==> config.mk <==
export PLATFORM = sky130hd
export DESIGN_NAME = cpu_run_ctrl_flat
export DESIGN_NICKNAME = d
export VERILOG_FILES = /design/src/rtl/cpu_run_ctrl_if.sv /design/src/rtl/cpu_run_ctrl.sv /design/src/flat_wrapper.sv
export SDC_FILE = /design/constraint.sdc
export NUM_CORES = 1
export LEC_CHECK = 0
export ABC_AREA = 0
export BUFFER_PORTS_ARGS = -buffer_cell sky130_fd_sc_hd__buf_4
export CORE_UTILIZATION = 58
export DETAILED_ROUTE_END_ITERATION = 10
export PLACE_DENSITY = 0.86
export SLEW_MARGIN = 15
export SYNTH_ARGS = -nofsm -noshare
export SYNTH_HDL_FRONTEND = slang
export SYNTH_SLANG_ARGS = --single-unit
==> constraint.sdc <==
create_clock -name clk -period 4.4 [get_ports clk]
set_input_delay 0.88 -clock clk [delete_from_list [all_inputs] [get_ports clk]]
set_output_delay 0.88 -clock clk [all_outputs]
set_load 0.005 [all_outputs]
==> src/rtl/cpu_run_ctrl_if.sv <==
// Debug/host command port of the run controller: one command per cycle while
// cmd_valid is high, plus a one-cycle error pulse back to the host.
interface cpu_run_ctrl_if;
    logic        cmd_valid;
    logic [2:0]  cmd_op;
    logic [31:0] cmd_arg;
    logic        cmd_err;

    modport master (
        output cmd_valid,
        output cmd_op,
        output cmd_arg,
        input  cmd_err
    );

    modport slave (
        input  cmd_valid,
        input  cmd_op,
        input  cmd_arg,
        output cmd_err
    );
endinterface

==> src/rtl/cpu_run_ctrl.sv <==
// Run/halt/single-step controller for a single-cycle RV32I core. It provides
// the commit enable, one hardware breakpoint, EBREAK halting and a retired-instruction count.
module cpu_run_ctrl #(
    parameter bit START_HALTED = 1'b0,
    parameter int CNT_W        = 32
) (
    input  logic                 clk,
    input  logic                 reset,
    cpu_run_ctrl_if.slave        cmd,
    input  logic [31:0]          PC,
    input  logic [31:0]          Instr,
    output logic                 cpu_en,
    output logic                 halted,
    output logic [1:0]           halt_cause,
    output logic                 bp_active,
    output logic [CNT_W-1:0]     instret
);

    typedef enum logic [1:0] {
        S_RUN    = 2'd0,
        S_STEP   = 2'd1,
        S_HALTED = 2'd2
    } state_t;

    localparam state_t     RESET_STATE = START_HALTED ? S_HALTED : S_RUN;
    localparam logic [31:0] EBREAK     = 32'h0010_0073;

    localparam logic [2:0] OP_HALT   = 3'b000;
    localparam logic [2:0] OP_RESUME = 3'b001;
    localparam logic [2:0] OP_STEP   = 3'b010;
    localparam logic [2:0] OP_SETBP  = 3'b011;
    localparam logic [2:0] OP_CLRBP  = 3'b100;

    localparam logic [1:0] CAUSE_CMD  = 2'b00;
    localparam logic [1:0] CAUSE_BP   = 2'b01;
    localparam logic [1:0] CAUSE_EB   = 2'b10;
    localparam logic [1:0] CAUSE_STEP = 2'b11;

    state_t             r_state;
    logic [1:0]         r_halt_cause;
    logic [CNT_W-1:0]   r_instret;
    logic               r_bp_active;
    logic [31:0]        r_bp_addr;
    logic [CNT_W-1:0]   r_step_rem;
    logic               r_skip;
    logic               r_cmd_err;

    state_t             w_state_next;
    logic [1:0]         w_cause_next;
    logic [CNT_W-1:0]   w_step_rem_next;

    logic w_hit_bp;
    logic w_hit_eb;
    logic w_cpu_en;
    logic w_executing;
    logic w_cmd_halt;
    logic w_cmd_resume;
    logic w_cmd_step;
    logic w_cmd_setbp;
    logic w_cmd_clrbp;
    logic w_resume_ok;
    logic w_step_ok;
    logic w_illegal;

    // skip masks the stop checks for the one instruction we were parked on.
    assign w_hit_bp    = r_bp_active && (PC == r_bp_addr) && !r_skip;
    assign w_hit_eb    = (Instr == EBREAK) && !r_skip;
    assign w_executing = (r_state == S_RUN) || (r_state == S_STEP);
    assign w_cpu_en    = w_executing && !w_hit_bp && !w_hit_eb;

    assign w_cmd_halt   = cmd.cmd_valid && (cmd.cmd_op == OP_HALT);
    assign w_cmd_resume = cmd.cmd_valid && (cmd.cmd_op == OP_RESUME);
    assign w_cmd_step   = cmd.cmd_valid && (cmd.cmd_op == OP_STEP);
    assign w_cmd_setbp  = cmd.cmd_valid && (cmd.cmd_op == OP_SETBP);
    assign w_cmd_clrbp  = cmd.cmd_valid && (cmd.cmd_op == OP_CLRBP);

    assign w_resume_ok = w_cmd_resume && !w_executing;
    assign w_step_ok   = w_cmd_step && !w_executing;
    assign w_illegal   = cmd.cmd_valid &&
                         (((w_cmd_resume || w_cmd_step) && w_executing) ||
                          (cmd.cmd_op > OP_CLRBP));

    always_comb begin
        w_state_next    = r_state;
        w_cause_next    = r_halt_cause;
        w_step_rem_next = r_step_rem;
        case (r_state)
            S_RUN: begin
                if (w_hit_bp) begin
                    w_state_next = S_HALTED;
                    w_cause_next = CAUSE_BP;
                end else if (w_hit_eb) begin
                    w_state_next = S_HALTED;
                    w_cause_next = CAUSE_EB;
                end else if (w_cmd_halt) begin
                    w_state_next = S_HALTED;
                    w_cause_next = CAUSE_CMD;
                end
            end
            S_STEP: begin
                if (w_cpu_en) begin
                    w_step_rem_next = r_step_rem - CNT_W'(1);
                end
                if (w_hit_bp) begin
                    w_state_next = S_HALTED;
                    w_cause_next = CAUSE_BP;
                end else if (w_hit_eb) begin
                    w_state_next = S_HALTED;
                    w_cause_next = CAUSE_EB;
                end else if (w_cpu_en && (r_step_rem == CNT_W'(1))) begin
                    w_state_next = S_HALTED;
                    w_cause_next = CAUSE_STEP;
                end else if (w_cmd_halt) begin
                    w_state_next = S_HALTED;
                    w_cause_next = CAUSE_CMD;
                end
            end
            S_HALTED: begin
                if (w_resume_ok) begin
                    w_state_next = S_RUN;
                end else if (w_step_ok) begin
                    // A zero count still executes one instruction.
                    w_state_next    = S_STEP;
                    w_step_rem_next = (cmd.cmd_arg == 32'd0) ? CNT_W'(1)
                                                             : CNT_W'(cmd.cmd_arg);
                end
            end
            default: begin
                w_state_next = S_HALTED;
            end
        endcase
    end

    always_ff @(posedge clk) begin
        if (reset) begin
            r_state      <= RESET_STATE;
            r_halt_cause <= CAUSE_CMD;
            r_instret    <= '0;
            r_bp_active  <= 1'b0;
            r_bp_addr    <= 32'd0;
            r_step_rem   <= '0;
            r_skip       <= 1'b0;
            r_cmd_err    <= 1'b0;
        end else begin
            r_state      <= w_state_next;
            r_halt_cause <= w_cause_next;
            r_step_rem   <= w_step_rem_next;
            r_cmd_err    <= w_illegal;
            if (w_cpu_en) begin
                r_instret <= r_instret + CNT_W'(1);
            end
            if (w_resume_ok || w_step_ok) begin
                r_skip <= 1'b1;
            end else if (w_cpu_en) begin
                r_skip <= 1'b0;
            end
            if (w_cmd_setbp) begin
                r_bp_addr   <= cmd.cmd_arg;
                r_bp_active <= 1'b1;
            end else if (w_cmd_clrbp) begin
                r_bp_active <= 1'b0;
            end
        end
    end

    assign cpu_en      = w_cpu_en;
    assign halted      = (r_state == S_HALTED);
    assign halt_cause  = r_halt_cause;
    assign bp_active   = r_bp_active;
    assign instret     = r_instret;
    assign cmd.cmd_err = r_cmd_err;

endmodule

==> src/flat_wrapper.sv <==
// flat-port wrapper written by rule: the top's interface ports become plain ports
module cpu_run_ctrl_flat 
#(
    parameter bit START_HALTED = 1'b0,
    parameter int CNT_W        = 32
)
  (clk, reset, PC, Instr, cpu_en, halted, halt_cause, bp_active, instret, cmd_cmd_valid, cmd_cmd_op, cmd_cmd_arg, cmd_cmd_err);
  cpu_run_ctrl_if cmd_i ();
  input  logic clk;
  input  logic reset;
  input  logic [31:0] PC;
  input  logic [31:0] Instr;
  output logic cpu_en;
  output logic halted;
  output logic [1:0] halt_cause;
  output logic bp_active;
  output logic [CNT_W-1:0] instret;
  input wire logic [$bits(cmd_i.cmd_valid)-1:0] cmd_cmd_valid;
  input wire logic [$bits(cmd_i.cmd_op)-1:0] cmd_cmd_op;
  input wire logic [$bits(cmd_i.cmd_arg)-1:0] cmd_cmd_arg;
  output wire logic [$bits(cmd_i.cmd_err)-1:0] cmd_cmd_err;
  assign cmd_i.cmd_valid = cmd_cmd_valid;
  assign cmd_i.cmd_op = cmd_cmd_op;
  assign cmd_i.cmd_arg = cmd_cmd_arg;
  assign cmd_cmd_err = cmd_i.cmd_err;
  cpu_run_ctrl #(.START_HALTED(START_HALTED), .CNT_W(CNT_W)) u_core (.clk(clk), .reset(reset), .cmd(cmd_i), .PC(PC), .Instr(Instr), .cpu_en(cpu_en), .halted(halted), .halt_cause(halt_cause), .bp_active(bp_active), .instret(instret));
endmodule
Word-level counts from Yosys, hierarchy flattened
Cells that the tools add are included.
{"block": "totals", "ff_bits": 103, "out_inout_bits": 38, "word_cells": 80}
{"block": "op_classes", "addsub": 2, "order_cmp": 1, "n_eq_ne": 13, "mux": 25, "n_reduce_logical": 31}
{"operator": "$mux 32", "n": 4}
{"operator": "$pmux 32 s2", "n": 1}
{"operator": "$add 32x1->32 const B", "n": 1}
{"operator": "$eq 32x1->1 const B", "n": 1}
{"operator": "$eq 32x21->1 const B", "n": 1}
{"operator": "$eq 32x32->1", "n": 1}
{"operator": "$logic_not 32->1", "n": 1}
{"operator": "$sub 32x1->32 const B", "n": 1}
{"operator": "$mux 2", "n": 14}
{"operator": "$logic_and 1x1->1", "n": 15}
{"operator": "$reduce_bool 2->1", "n": 4}
{"operator": "$eq 3x2->1 const B", "n": 2}
{"operator": "$pmux 2 s3", "n": 1}
{"operator": "$logic_not 1->1", "n": 4}
{"operator": "$logic_or 1x1->1", "n": 4}
{"operator": "$mux 1", "n": 4}
{"operator": "$ne 2x1->1 const B", "n": 2}
{"operator": "$pmux 2 s2", "n": 1}
{"operator": "$reduce_and 4->1", "n": 1}
{"operator": "$eq 3x1->1 const B", "n": 1}
{"operator": "$eq 3x3->1 const B", "n": 1}
{"operator": "$gt 3x3->1 const B", "n": 1}
{"operator": "$logic_not 3->1", "n": 1}
{"operator": "$ne 3x1->1 const B", "n": 1}
{"operator": "other kinds (4)", "n": 4}

Logic depth before layout (Yosys ltp)
{"block": "depth", "depth_word": 11, "depth_mapped": 9, "mapped_depth_nobuf": 9}

Least setup slack after synthesis
Ideal clock, no wire load.
{"block": "synth_path", "path_kind": "input-to-output", "startpoint": "in PC[23]", "endpoint": "out cpu_en", "arrival_time_ps": 2239, "path_slack_ps": 1281, "path_stages": 7, "path_cell_list": "xor2_1 nor4_1 nand2_1 or4_4 buf_2 nand2_1 inv_1"}
{"block": "synth_via", "elab_chain_len": 6}
{"item": "from (decl)", "line_no": "flat_wrapper.sv:11", "source": "input logic [31:0] PC;"}
{"item": "$eq 32x32->1", "line_no": "cpu_run_ctrl.sv:66", "source": "assign w_hit_bp = r_bp_active && (PC == r_bp_addr) && !r_skip;"}
{"item": "$logic_and 1x1->1 (2 in a row)", "line_no": "cpu_run_ctrl.sv:66"}
{"item": "$logic_not 1->1", "line_no": "cpu_run_ctrl.sv:69", "source": "assign w_cpu_en = w_executing && !w_hit_bp && !w_hit_eb;"}
{"item": "$logic_and 1x1->1 (2 in a row)", "line_no": "cpu_run_ctrl.sv:69"}
{"item": "to (decl)", "line_no": "flat_wrapper.sv:13", "source": "output logic cpu_en;"}
Every way passes these cells.

Final worst setup path
{"block": "layout_path", "startpoint": "in Instr[7]", "endpoint": "out cpu_en"}
{"block": "layout_via", "elab_chain_len": 4}
{"item": "from (decl)", "line_no": "flat_wrapper.sv:12", "source": "input logic [31:0] Instr;"}
{"item": "$eq 32x21->1", "line_no": "cpu_run_ctrl.sv:67", "source": "assign w_hit_eb = (Instr == EBREAK) && !r_skip;"}
{"item": "$logic_and 1x1->1", "line_no": "cpu_run_ctrl.sv:67"}
{"item": "$logic_not 1->1", "line_no": "cpu_run_ctrl.sv:69"}
{"item": "$logic_and 1x1->1", "line_no": "cpu_run_ctrl.sv:69"}
Every way passes these cells.

==> impl_metrics.ini <==
[outcome]
status = completed

[synthesis]
synth_area_leader_cell = dfxtp_1
syn_area_um2 = 5484
postSynth.asyncResetShare_pct = 0
ys_seq_area_share_pct = 37.60
synth_edf_count = 0
syn_area_per_cell_um2 = 7.801
synth_area_leaders = dfxtp_1 38%, nand2_1 8.7%, a21oi_1 6.9%
ys.flop_type = dfxtp_1
syn-num-nets = 808
ys_seq_elements = 103
syn_inst = 703
synth_cell_types = 72
yosys.area.top_type_share_pct = 37.60
synth_warnings = 0

[hold_path]
hp-class = flip-flop to flip-flop
worstHoldStart = u_core.r_step_rem[25]$_SDFFE_PP0P_

[cts]
clk_pin_slew_ns = 0.10
cts_num_sinks = 103
postCtsHoldBufs = 0
cts_buffers = 9
clock_latency_ns = 0.38
cts_tree = built
cts_buffer_depth = 2
ctsRootBufferMaster = clkbuf_8
cts_resized = 0
htreeDepth = 3
cts_setup_buffers = 0

[grt]
grt_pass1_wl_um = 26840
grt_pass1_vias = 5409
grt_overflow = 0
antenna_found_initial = 0
grtUsageTotal_pct = 34.52
grt_max_degree = 93

[floorplanning]
io_pins = 140
die_y_um = 99.24
die_w_um = 99.24
dieArea_um2 = 9848
start_util_pct = 59.63
core_um2 = 9196
placementRows = 35

[sta]
rsz0062_at_grt = false
slew_viol_final = 0
period_needed_ns = 3.631
tns_ns = 0
maxSlewHeadroom_pct = 36.36
max_freq_ghz = 0.2754
hold_viol = 0
finClkSkew_ns = 0.01448
tightest_slew_ns = 0.9546
period_share_pct = 82.52
finalSetupViolCount = 0
setup_ws_ns = 0.7690

[setup_path]
cpPeakStageDelay_ns = 0.53
cp_common_cell = buf_4
critPathArrivalTime_ns = 2.75
start_kind = input pin
endpoint_kind = primary output
crit_path_start = Instr[7]
crit_fanout = 8
cp_cell_sequence = buf_4 > nor4_1 > nand4_1 > nor4_2 > nor2_1 > nand2_1 > inv_1 > buf_4
critPathKind = input pin to primary output
worst_ep_required_time_ns = 3.52
slowest_stage = nor4_2
reg2reg_from = u_core.r_state[1]$_SDFFE_PP0P_

[pwr]
combPwrFrac_pct = 22.0
ir_worst_vdd_mv = 0.2181
p_seq_share_pct = 48.9
p_int_mw = 1.359
p_per_area_nw_per_um2 = 299.0
switching_power_mw = 0.6490
pwr-share-clk_pct = 29.0
p_sw_share_pct = 32.32
p_leak_nw = 2.619

[finish]
diodes = 0
syn2layout_area_growth_pct = 22.45
drive_gt1_share_pct = 21.72
layout.nets = 924
n_fill_cell = 719
design_area_um2 = 6715

[drt]
via_per_inst = 6.379
ant_nets = 0
wl_met1_um = 7047
dr.first_iter.drc_count = 448
wl_per_cell_um = 18.30
drcViolationCount = 0
dr_wl_met3_um = 1480
routed_wl_um = 17110
met2_length_um = 8271
highest_layer = met4
via_count = 5964
drt_pre_antenna_iters = 5

[job]
drv_cap = 0

[placed_design]
place.gp.congestion = 0.8950
hpwl_um = 12520
io_buffers = 139
place_area_um2 = 6525
post-place-ws_ns = 0.7734
[metal layers]
metal	GRT usage, %	vias up
li1	-	2800
met1	46.87	2835
met2	56.68	297
met3	4.427	32
met4	12.22	0
met5	0	-
[power groups by stage]
stage / registers, mW / logic (mW) / clock network, mW
after CTS: 0.981 / 0.432 / 0.583
after floorplan: 0.995 / 0.267 / 0
final: 0.983 / 0.442 / 0.583
after detailed placement: 1.00 / 0.431 / 0
after global routing: 0.985 / 0.479 / 0.621
after global placement: 1.00 / 0.419 / 0
[state kept, by name, indices dropped and copies added (netlist names)]
register            flops
u_core.r_skip           1
u_core.instret         32
u_core.r_step_rem      32
u_core.bp_active        1
u_core.cmd.cmd_err      1
u_core.halt_cause       2
u_core.r_state          2
u_core.r_bp_addr       32
[cells in the final DEF, fill, tap and decap left out, drive strengths merged, types with 3 or more instances in the layout]
master    n
o211ai    6
o22ai     3
nor4     32
and3     10
a32oi     3
buf     143
clkbuf    9
a21oi    77
nor2     47
nand2   128
nor3     26
inv      14
or4      12
o41ai     3
nand2b    6
dfxtp   103
and4      4
nand4    14
nor4b     4
xor2     36
a31oi     5
xnor2    10
o31ai    12
or3      10
a21o      3
o311ai    5
a221oi    5
o22a      4
o21ai    29
clkinv    3
nand3    20
ha        3
[Yosys cell counts, types with 2 or more instances]
library cell  count
o21ai_0          27
xor2_1           36
buf_2             4
nand3_1          20
nor4_2            3
nand2_1         127
xnor2_1          10
o41ai_1           3
inv_1            10
a21oi_1          76
o31ai_1          12
nor2_1           47
buf_4             2
o22ai_1           3
or4_1            11
a221oi_1          5
a21o_1            3
o221ai_1          2
o311ai_0          5
nor4b_1           4
nor3b_1           2
or3_1             9
and3_1            8
nand2b_1          6
a31o_1            2
nor3_4            2
a311oi_1          2
o22a_1            4
clkbuf_1         27
o21a_1            2
nor4_1           29
or2_2             2
and4_1            4
a32oi_1           3
o211ai_1          6
nor3_1           24
nand4_1          14
dfxtp_1         103
a22o_1            2
ha_1              3
buf_6             2
and2_1            2
nand3b_1          2
a31oi_1           5
[final cells by class]
cell class / count / area [µm²] / area share, %
inverters: 11 / 41.29 / 0.6149
well taps: 111 / 138.9 / 2.068
repair buffers: 143 / 1074 / 15.99
multi-input cells: 551 / 3214 / 47.87
clock inverters: 7 / 61.31 / 0.9130
flip-flops and latches: 103 / 2062 / 30.71
clock buffers: 9 / 123.9 / 1.845
[critical path: cells and delay by family]
family	cells	cell delay (ns)
buf+inv	3	0.36
simple gates	5	1.50
[kinds of logic (layout without fill, tap and decap cells)]
logic type	Yosys count	in the layout	synth area share, %
AND/OR/NAND/NOR	324	324	29.77
AO/OA/AOI/OAI	178	178	20.56
flip-flops	103	103	37.60
buffers and inverters	49	170	4.038
XOR/XNOR	46	46	7.346
adder cells (fa/ha/maj)	3	3	0.6845
[through the flow]
stage                     power [mW]  instances  util, %  hold WS, ns
after floorplan                1.263        703        -       0.4354
after global placement         1.420        919    70.95       0.4422
after detailed placement       1.434        919    70.95       0.4595
after CTS                      1.996        935    72.97       0.4759
after global routing           2.085        935    73.02       0.4969
final                          2.008        935    73.02       0.4757
[final timing paths]
kind,endpoint,slack (ns),depth (start not counted)
setup / recovery,cpu_en,0.77,8
hold / removal,u_core.r_step_rem[25]$_SDFFE_PP0P_,0.48,2
setup reg to reg,u_core.r_step_rem[24]$_SDFFE_PP0P_,1.62,8
hold reg to reg,u_core.r_step_rem[25]$_SDFFE_PP0P_,0.48,2
(Power assumes the default switching activity.)
